$ cat src/rtl/target_table_if.sv
// target_table_if: lookup and bulk-load bus of the jump-target table.
//   master : decode / loader side (drives requests and load beats)
//   slave  : target_table side (returns targets and load status)
// Parameters IDX_W (label index width) and TGT_W (target width) must match the table.
interface target_table_if #(
  parameter int unsigned IDX_W = 4,
  parameter int unsigned TGT_W = 10
);

  // Lookup request / response
  logic             lk_valid;
  logic [IDX_W-1:0] lk_index;
  logic [TGT_W-1:0] lk_pc;
  logic             lk_ready;
  logic             tgt_valid;
  logic [TGT_W-1:0] Target;
  logic             tgt_miss;

  // Bulk-load stream
  logic             ld_start;
  logic [IDX_W-1:0] ld_base;
  logic [IDX_W:0]   ld_count;
  logic             ld_valid;
  logic [TGT_W-1:0] ld_data;
  logic             ld_ready;
  logic             ld_busy;
  logic             ld_done;

  modport master (
    output lk_valid, lk_index, lk_pc, ld_start, ld_base, ld_count, ld_valid, ld_data,
    input  lk_ready, tgt_valid, Target, tgt_miss, ld_ready, ld_busy, ld_done
  );

  modport slave (
    input  lk_valid, lk_index, lk_pc, ld_start, ld_base, ld_count, ld_valid, ld_data,
    output lk_ready, tgt_valid, Target, tgt_miss, ld_ready, ld_busy, ld_done
  );

endinterface

$ cat src/rtl/target_table.sv
// target_table: programmable jump-target table for the branch unit.
// Maps a label index to a branch target with a registered (latency 1) lookup,
// and can be rewritten at run time by a bulk-load stream.
// Ports:
//   Clk     : clock, all state on rising edge
//   Reset_n : asynchronous active-low reset (table returns to RESET_TABLE)
//   bus     : target_table_if.slave (lk_* lookup, tgt_*/Target result, ld_* load stream)
// Parameters: IDX_W, TGT_W, DEPTH (1..2^IDX_W), RESET_TABLE (entry i at [i*TGT_W +: TGT_W]).
// Option: define TARGET_TABLE_PCREL_EN to treat entries as PC-relative offsets
// (Target = lk_pc + entry, modulo 2^TGT_W); otherwise entries are absolute.
module target_table #(
  parameter int unsigned IDX_W = 4,
  parameter int unsigned TGT_W = 10,
  parameter int unsigned DEPTH = 16,
  parameter logic [DEPTH*TGT_W-1:0] RESET_TABLE = '0
) (
  input logic          Clk,
  input logic          Reset_n,
  target_table_if.slave bus
);

  localparam int unsigned CNT_W = IDX_W + 1;
  localparam logic [CNT_W-1:0] DEPTH_C = CNT_W'(DEPTH);
  localparam logic [IDX_W-1:0] LAST_C  = IDX_W'(DEPTH - 1);

  typedef enum logic [1:0] {
    IDLE = 2'd0,
    LOAD = 2'd1,
    DONE = 2'd2
  } state_t;

  state_t           state_q, state_d;
  logic [IDX_W-1:0] addr_q, addr_d;
  logic [CNT_W-1:0] rem_q, rem_d;
  logic             wr_en_c;

  logic [TGT_W-1:0] table_q [DEPTH];

  logic             lk_ready_q, ld_ready_q, ld_busy_q, ld_done_q;
  logic             tgt_valid_q, tgt_miss_q;
  logic [TGT_W-1:0] tgt_q;

  logic             lk_fire_c, lk_miss_c, base_oor_c;
  logic [IDX_W-1:0] rd_idx_c;
  logic [TGT_W-1:0] entry_c, tgt_d_c;

  // Lookup decode: out-of-range indices fall back to the last entry
  assign lk_fire_c  = bus.lk_valid & lk_ready_q;
  assign lk_miss_c  = {1'b0, bus.lk_index} >= DEPTH_C;
  assign base_oor_c = {1'b0, bus.ld_base} >= DEPTH_C;
  assign rd_idx_c   = lk_miss_c ? LAST_C : bus.lk_index;
  assign entry_c    = table_q[rd_idx_c];

`ifdef TARGET_TABLE_PCREL_EN
  // Entries are offsets from the PC sampled with the request
  assign tgt_d_c = bus.lk_pc + entry_c;
`else
  logic [TGT_W-1:0] unused_pc;
  assign unused_pc = bus.lk_pc;
  assign tgt_d_c   = entry_c;
`endif

  // State and load-pointer registers
  always_ff @(posedge Clk or negedge Reset_n) begin
    if (!Reset_n) begin
      state_q <= IDLE;
      addr_q  <= '0;
      rem_q   <= '0;
    end else begin
      state_q <= state_d;
      addr_q  <= addr_d;
      rem_q   <= rem_d;
    end
  end

  // Next-state logic for the load sequencer
  always_comb begin
    state_d = state_q;
    addr_d  = addr_q;
    rem_d   = rem_q;
    wr_en_c = 1'b0;
    unique case (state_q)
      IDLE: begin
        if (bus.ld_start) begin
          addr_d  = base_oor_c ? '0 : bus.ld_base;
          rem_d   = bus.ld_count;
          state_d = (bus.ld_count == '0) ? DONE : LOAD;
        end
      end
      LOAD: begin
        if (bus.ld_valid) begin
          wr_en_c = 1'b1;
          addr_d  = (addr_q == LAST_C) ? '0 : addr_q + IDX_W'(1);
          rem_d   = rem_q - CNT_W'(1);
          if (rem_q == CNT_W'(1)) begin
            state_d = DONE;
          end
        end
      end
      DONE: begin
        state_d = IDLE;
      end
      default: begin
        state_d = IDLE;
      end
    endcase
  end

  // Table storage; reset reloads the compile-time image
  always_ff @(posedge Clk or negedge Reset_n) begin
    if (!Reset_n) begin
      for (int unsigned i = 0; i < DEPTH; i++) begin
        table_q[i] <= RESET_TABLE[i*TGT_W +: TGT_W];
      end
    end else if (wr_en_c) begin
      table_q[addr_q] <= bus.ld_data;
    end
  end

  // Handshake/status outputs registered from the next state
  always_ff @(posedge Clk or negedge Reset_n) begin
    if (!Reset_n) begin
      lk_ready_q <= 1'b1;
      ld_ready_q <= 1'b0;
      ld_busy_q  <= 1'b0;
      ld_done_q  <= 1'b0;
    end else begin
      lk_ready_q <= (state_d == IDLE);
      ld_ready_q <= (state_d == LOAD);
      ld_busy_q  <= (state_d != IDLE);
      ld_done_q  <= (state_d == DONE);
    end
  end

  // Lookup result; target and miss hold between valid pulses
  always_ff @(posedge Clk or negedge Reset_n) begin
    if (!Reset_n) begin
      tgt_valid_q <= 1'b0;
      tgt_q       <= '0;
      tgt_miss_q  <= 1'b0;
    end else begin
      tgt_valid_q <= lk_fire_c;
      if (lk_fire_c) begin
        tgt_q      <= tgt_d_c;
        tgt_miss_q <= lk_miss_c;
      end
    end
  end

  assign bus.lk_ready  = lk_ready_q;
  assign bus.ld_ready  = ld_ready_q;
  assign bus.ld_busy   = ld_busy_q;
  assign bus.ld_done   = ld_done_q;
  assign bus.tgt_valid = tgt_valid_q;
  assign bus.Target    = tgt_q;
  assign bus.tgt_miss  = tgt_miss_q;

endmodule

$ cat src/flat_wrapper.sv
// flat-port wrapper written by rule: the top's interface ports become plain ports
module target_table_flat 
#(
  parameter int unsigned IDX_W = 4,
  parameter int unsigned TGT_W = 10,
  parameter int unsigned DEPTH = 16,
  parameter logic [DEPTH*TGT_W-1:0] RESET_TABLE = '0
)
  (Clk, Reset_n, bus_lk_valid, bus_lk_index, bus_lk_pc, bus_ld_start, bus_ld_base, bus_ld_count, bus_ld_valid, bus_ld_data, bus_lk_ready, bus_tgt_valid, bus_Target, bus_tgt_miss, bus_ld_ready, bus_ld_busy, bus_ld_done);
  target_table_if #(.IDX_W(IDX_W), .TGT_W(TGT_W)) bus_i ();
  input logic Clk;
  input logic Reset_n;
  input wire logic [$bits(bus_i.lk_valid)-1:0] bus_lk_valid;
  input wire logic [$bits(bus_i.lk_index)-1:0] bus_lk_index;
  input wire logic [$bits(bus_i.lk_pc)-1:0] bus_lk_pc;
  input wire logic [$bits(bus_i.ld_start)-1:0] bus_ld_start;
  input wire logic [$bits(bus_i.ld_base)-1:0] bus_ld_base;
  input wire logic [$bits(bus_i.ld_count)-1:0] bus_ld_count;
  input wire logic [$bits(bus_i.ld_valid)-1:0] bus_ld_valid;
  input wire logic [$bits(bus_i.ld_data)-1:0] bus_ld_data;
  output wire logic [$bits(bus_i.lk_ready)-1:0] bus_lk_ready;
  output wire logic [$bits(bus_i.tgt_valid)-1:0] bus_tgt_valid;
  output wire logic [$bits(bus_i.Target)-1:0] bus_Target;
  output wire logic [$bits(bus_i.tgt_miss)-1:0] bus_tgt_miss;
  output wire logic [$bits(bus_i.ld_ready)-1:0] bus_ld_ready;
  output wire logic [$bits(bus_i.ld_busy)-1:0] bus_ld_busy;
  output wire logic [$bits(bus_i.ld_done)-1:0] bus_ld_done;
  assign bus_i.lk_valid = bus_lk_valid;
  assign bus_i.lk_index = bus_lk_index;
  assign bus_i.lk_pc = bus_lk_pc;
  assign bus_i.ld_start = bus_ld_start;
  assign bus_i.ld_base = bus_ld_base;
  assign bus_i.ld_count = bus_ld_count;
  assign bus_i.ld_valid = bus_ld_valid;
  assign bus_i.ld_data = bus_ld_data;
  assign bus_lk_ready = bus_i.lk_ready;
  assign bus_tgt_valid = bus_i.tgt_valid;
  assign bus_Target = bus_i.Target;
  assign bus_tgt_miss = bus_i.tgt_miss;
  assign bus_ld_ready = bus_i.ld_ready;
  assign bus_ld_busy = bus_i.ld_busy;
  assign bus_ld_done = bus_i.ld_done;
  target_table #(.IDX_W(IDX_W), .TGT_W(TGT_W), .DEPTH(DEPTH), .RESET_TABLE(RESET_TABLE)) u_core (.Clk(Clk), .Reset_n(Reset_n), .bus(bus_i));
endmodule
$ cat config.mk
export PLATFORM = sky130hd
export DESIGN_NAME = target_table_flat
export DESIGN_NICKNAME = d
export VERILOG_FILES = /design/src/rtl/target_table_if.sv /design/src/rtl/target_table.sv /design/src/flat_wrapper.sv
export SDC_FILE = /design/constraint.sdc
export NUM_CORES = 1
export LEC_CHECK = 0
export BUFFER_PORTS_ARGS = -buffer_cell sky130_fd_sc_hd__buf_2
export CORE_MARGIN = 2
export CORE_UTILIZATION = 52
export DETAILED_ROUTE_END_ITERATION = 16
export MAX_ROUTING_LAYER = met4
export PLACE_DENSITY = 0.71
export SETUP_SLACK_MARGIN = 0.2
export SYNTH_ARGS = -nofsm -noshare
export SYNTH_HDL_FRONTEND = slang
export SYNTH_SLANG_ARGS = --single-unit
$ cat constraint.sdc
create_clock -name Clk -period 2 [get_ports Clk]
set_input_delay 0.4 -clock Clk [delete_from_list [all_inputs] [get_ports Clk]]
set_output_delay 0.4 -clock Clk [all_outputs]
set_load 0.01 [all_outputs]
==> results.sh <==
export IMPL_critPathMaxFanout=10
export IMPL_fin_skew_ns=0.00683
export IMPL_max_cap_violations=0
export IMPL_cts_root_buf="clkbuf_16"
export IMPL_cts_buffers=17
export IMPL_status="completed"
export IMPL_insertedDiodeCount=0
export IMPL_drc=0
export IMPL_start_kind="flip-flop"
export IMPL_core_area_um2=16500
export IMPL_multi_input_area_um2=3890
export IMPL_nFillCells=1290
export IMPL_netlist_instances=658
export IMPL_die_area_um2=17800
export IMPL_drive_gt1_share_pct=39.5
export IMPL_setup_worst_path_class="flip-flop to flip-flop"
export IMPL_tns_ns=0
export IMPL_regArea_um2=4660
export IMPL_initial_core_util_pct=52.8
export IMPL_hold_violations=0
export IMPL_end_kind="flip-flop"
export IMPL_first_global_vias=5879
export IMPL_gp_congestion=0.789
export IMPL_antenna_found_initial=0
export IMPL_ys_flop_type="dfrtp_1"
export IMPL_hold_path_class="input port to flip-flop"
export IMPL_viasPerCell=5.78
export IMPL_ant_nets=0
export IMPL_vias=5478
export IMPL_grt_pass1_wl_um=31600
export IMPL_clk_pin_slew_ns=0.07
export IMPL_relSlewSlack_pct=56.5
export IMPL_yosysSeqAreaShare_pct=53.6
export IMPL_avgSynthCellArea_um2=13.2
export IMPL_synth_top_area_share_pct=53.3
export IMPL_p_leak_nw=4.70
export IMPL_die_y_um=133
export IMPL_synth_edf_count=0
export IMPL_ys_top_cells_by_area="dfrtp_1 53%, mux2_2 20%, mux2i_1 9.3%, a22oi_1 2.6%, nand2_1 1.8%"
export IMPL_rr_worst_depth=3
export IMPL_worstMarginPinSlew_ns=0.653
export IMPL_syn_nets=702
export IMPL_cts_max_level=4
export IMPL_holdPathStages=3
export IMPL_fin_nets=758
export IMPL_rsz0062_at_grt="yes"
export IMPL_yosys_register_bits=186
export IMPL_die_w_um=133
export IMPL_dp_hpwl_um=12500
export IMPL_power_density_nw_per_um2=1420
export IMPL_io_pins=54
export IMPL_port_buffers=42
export IMPL_synth_distinct_cells=43
export IMPL_drv_slew=0
export IMPL_grt_ovfl_total=0
export IMPL_yosys_area_top_type="dfrtp_1"
export IMPL_fin_hold_ws_ns=0.226
export IMPL_drt_total_wl_um=19600
export IMPL_crit_arrival_ns=2.11
export IMPL_area_growth_pct=15.4
export IMPL_period_share_pct=90.4
export IMPL_grt_total_usage_pct=23.8
export IMPL_cts_num_sinks=186
export IMPL_grt_start_max_net_pins=56
export IMPL_ir_drop_uv=822
export IMPL_num_rows=47
export IMPL_period_minus_slack_ns=1.81
export IMPL_clk_path_buf_depth=2
export IMPL_yosysWarningCount=0
export IMPL_drt_first_pass_iters=4
export IMPL_clkLatencyLatePin_ns=0.43
export IMPL_synth_area_um2=8690
export IMPL_setup_viol=0
export IMPL_detail_route_wl_per_cell_um=20.7
export IMPL_critPathRequiredTime_ns=2.30
export IMPL_async_flop_share_pct=100
export IMPL_fmax_ghz=0.553
export IMPL_drt_iter0_drc=346
export IMPL_cts_tree="done"
## area by class of cell
class	instances	area share [%]
multi-input combinational	431	38.8
sequential	186	46.5
clock buffer	21	4.69
inverter	7	0.287
clock inverter	11	1.43
tap	220	2.75
timing repair buffer	71	5.63
## report_power, final
part	internal, mW	total (mW)	switching [mW]
registers	5.53	6.50	0.963
logic	2.33	4.35	2.02
clock network	2.06	3.44	1.38
total	9.92	14.3	4.36
## synth_stat cells (2+ instances only)
| library cell | instances |
|---|---|
| nor2_1 | 10 |
| nand2b_1 | 5 |
| mux2_1 | 6 |
| nand3_4 | 2 |
| mux2i_1 | 81 |
| nor3_1 | 2 |
| mux2_2 | 154 |
| nand3_1 | 23 |
| nand4_2 | 4 |
| buf_2 | 11 |
| dfrtp_1 | 185 |
| inv_1 | 7 |
| a22oi_1 | 30 |
| o21ai_0 | 8 |
| nand2_1 | 41 |
| nand4_1 | 10 |
| nor2_8 | 6 |
| nor2_2 | 4 |
| and3_1 | 2 |
| nor2_4 | 2 |
| a211oi_1 | 2 |
| nand3_2 | 2 |
| clkbuf_1 | 23 |
| nor2b_1 | 2 |
| ha_1 | 6 |
| a21oi_1 | 13 |
## cells in the final DEF, fill, tap and decap left out, types with 13 or more instances in the layout
master	instances
mux2_2	154
clkbuf_16	17
dfrtp_1	183
buf_4	19
nand2_1	41
buf_2	40
a21oi_1	13
a22oi_1	30
mux2i_1	81
nand3_1	23
## routing by layer
metal  up-vias  wire length (um)  GRT usage, %
li1       2493                 -             -
met1      2861              8480          30.2
met2        97             10000          39.6
met3        27               592          3.23
met4         0               458          8.63
met5         -                 0             -
## what timing repair did
action,CTS,global route
buffers inserted,2,1
hold endpoints to repair,50,0
gates cloned,1,1
pin swaps,3,4
resized for setup,3,5
hold buffers,1,0
setup endpoints to repair,37,123
## registers in the layout, summed over array words and instances (netlist names)
signal	cells
u_core.table_q	160
u_core.bus.Target	10
u_core.rem_q	5
u_core.addr_q	4
u_core.state_q	2
u_core.bus.ld_busy	1
u_core.bus.ld_done	1
u_core.bus.ld_ready	1
u_core.bus.lk_ready	1
u_core.bus.tgt_valid	1
## metrics by stage
stage,instances,instance area (um2),utilization [%],power [mW],worst slack (ns)
after floorplan,658,8690,-,9.54,0.333
after global placement,909,9310,56.6,10.4,0.231
after detailed placement,909,9310,56.6,10.8,0.197
after CTS,945,9980,60.6,14.3,0.192
after global routing,947,10000,60.9,15.1,0.0711
final,947,10000,60.9,14.3,0.192
## final timing paths
check                      slack (ns)                        startpoint                                to
setup reg to reg                 0.19      u_core.addr_q[3]$_DFFE_PN0P_   u_core.table_q[150]$_DFFE_PN0P_
min in group asynchronous        0.51                           Reset_n   u_core.table_q[104]$_DFFE_PN0P_
hold reg to reg                  0.48  u_core.bus.Target[7]$_DFFE_PN0P_  u_core.bus.Target[7]$_DFFE_PN0P_
hold / removal                   0.23                   bus_ld_count[0]       u_core.rem_q[0]$_DFFE_PN0P_
max in group asynchronous        0.83                           Reset_n      u_core.addr_q[0]$_DFFE_PN0P_
setup / recovery                 0.19      u_core.addr_q[3]$_DFFE_PN0P_   u_core.table_q[150]$_DFFE_PN0P_
## logic make-up (layout without fill, tap and decap cells)
group	after synthesis	in the layout	synth area share (%)
muxes	241	241	30.1
other	1	1	0.0431
DFF	186	186	53.6
adders and majority gates	6	6	0.864
buffers and inverters	43	110	2.15
AOI/OAI and AO/OA	61	61	4.71
and+or+nand+nor	120	122	8.61
## worst max-delay path, cell delays in order, from the launching register on
cell and delay (ns):
dfrtp_1 0.44, nor2_1 0.33, nand4_2 0.48, mux2_2 0.44
(Power assumes the default switching activity.)
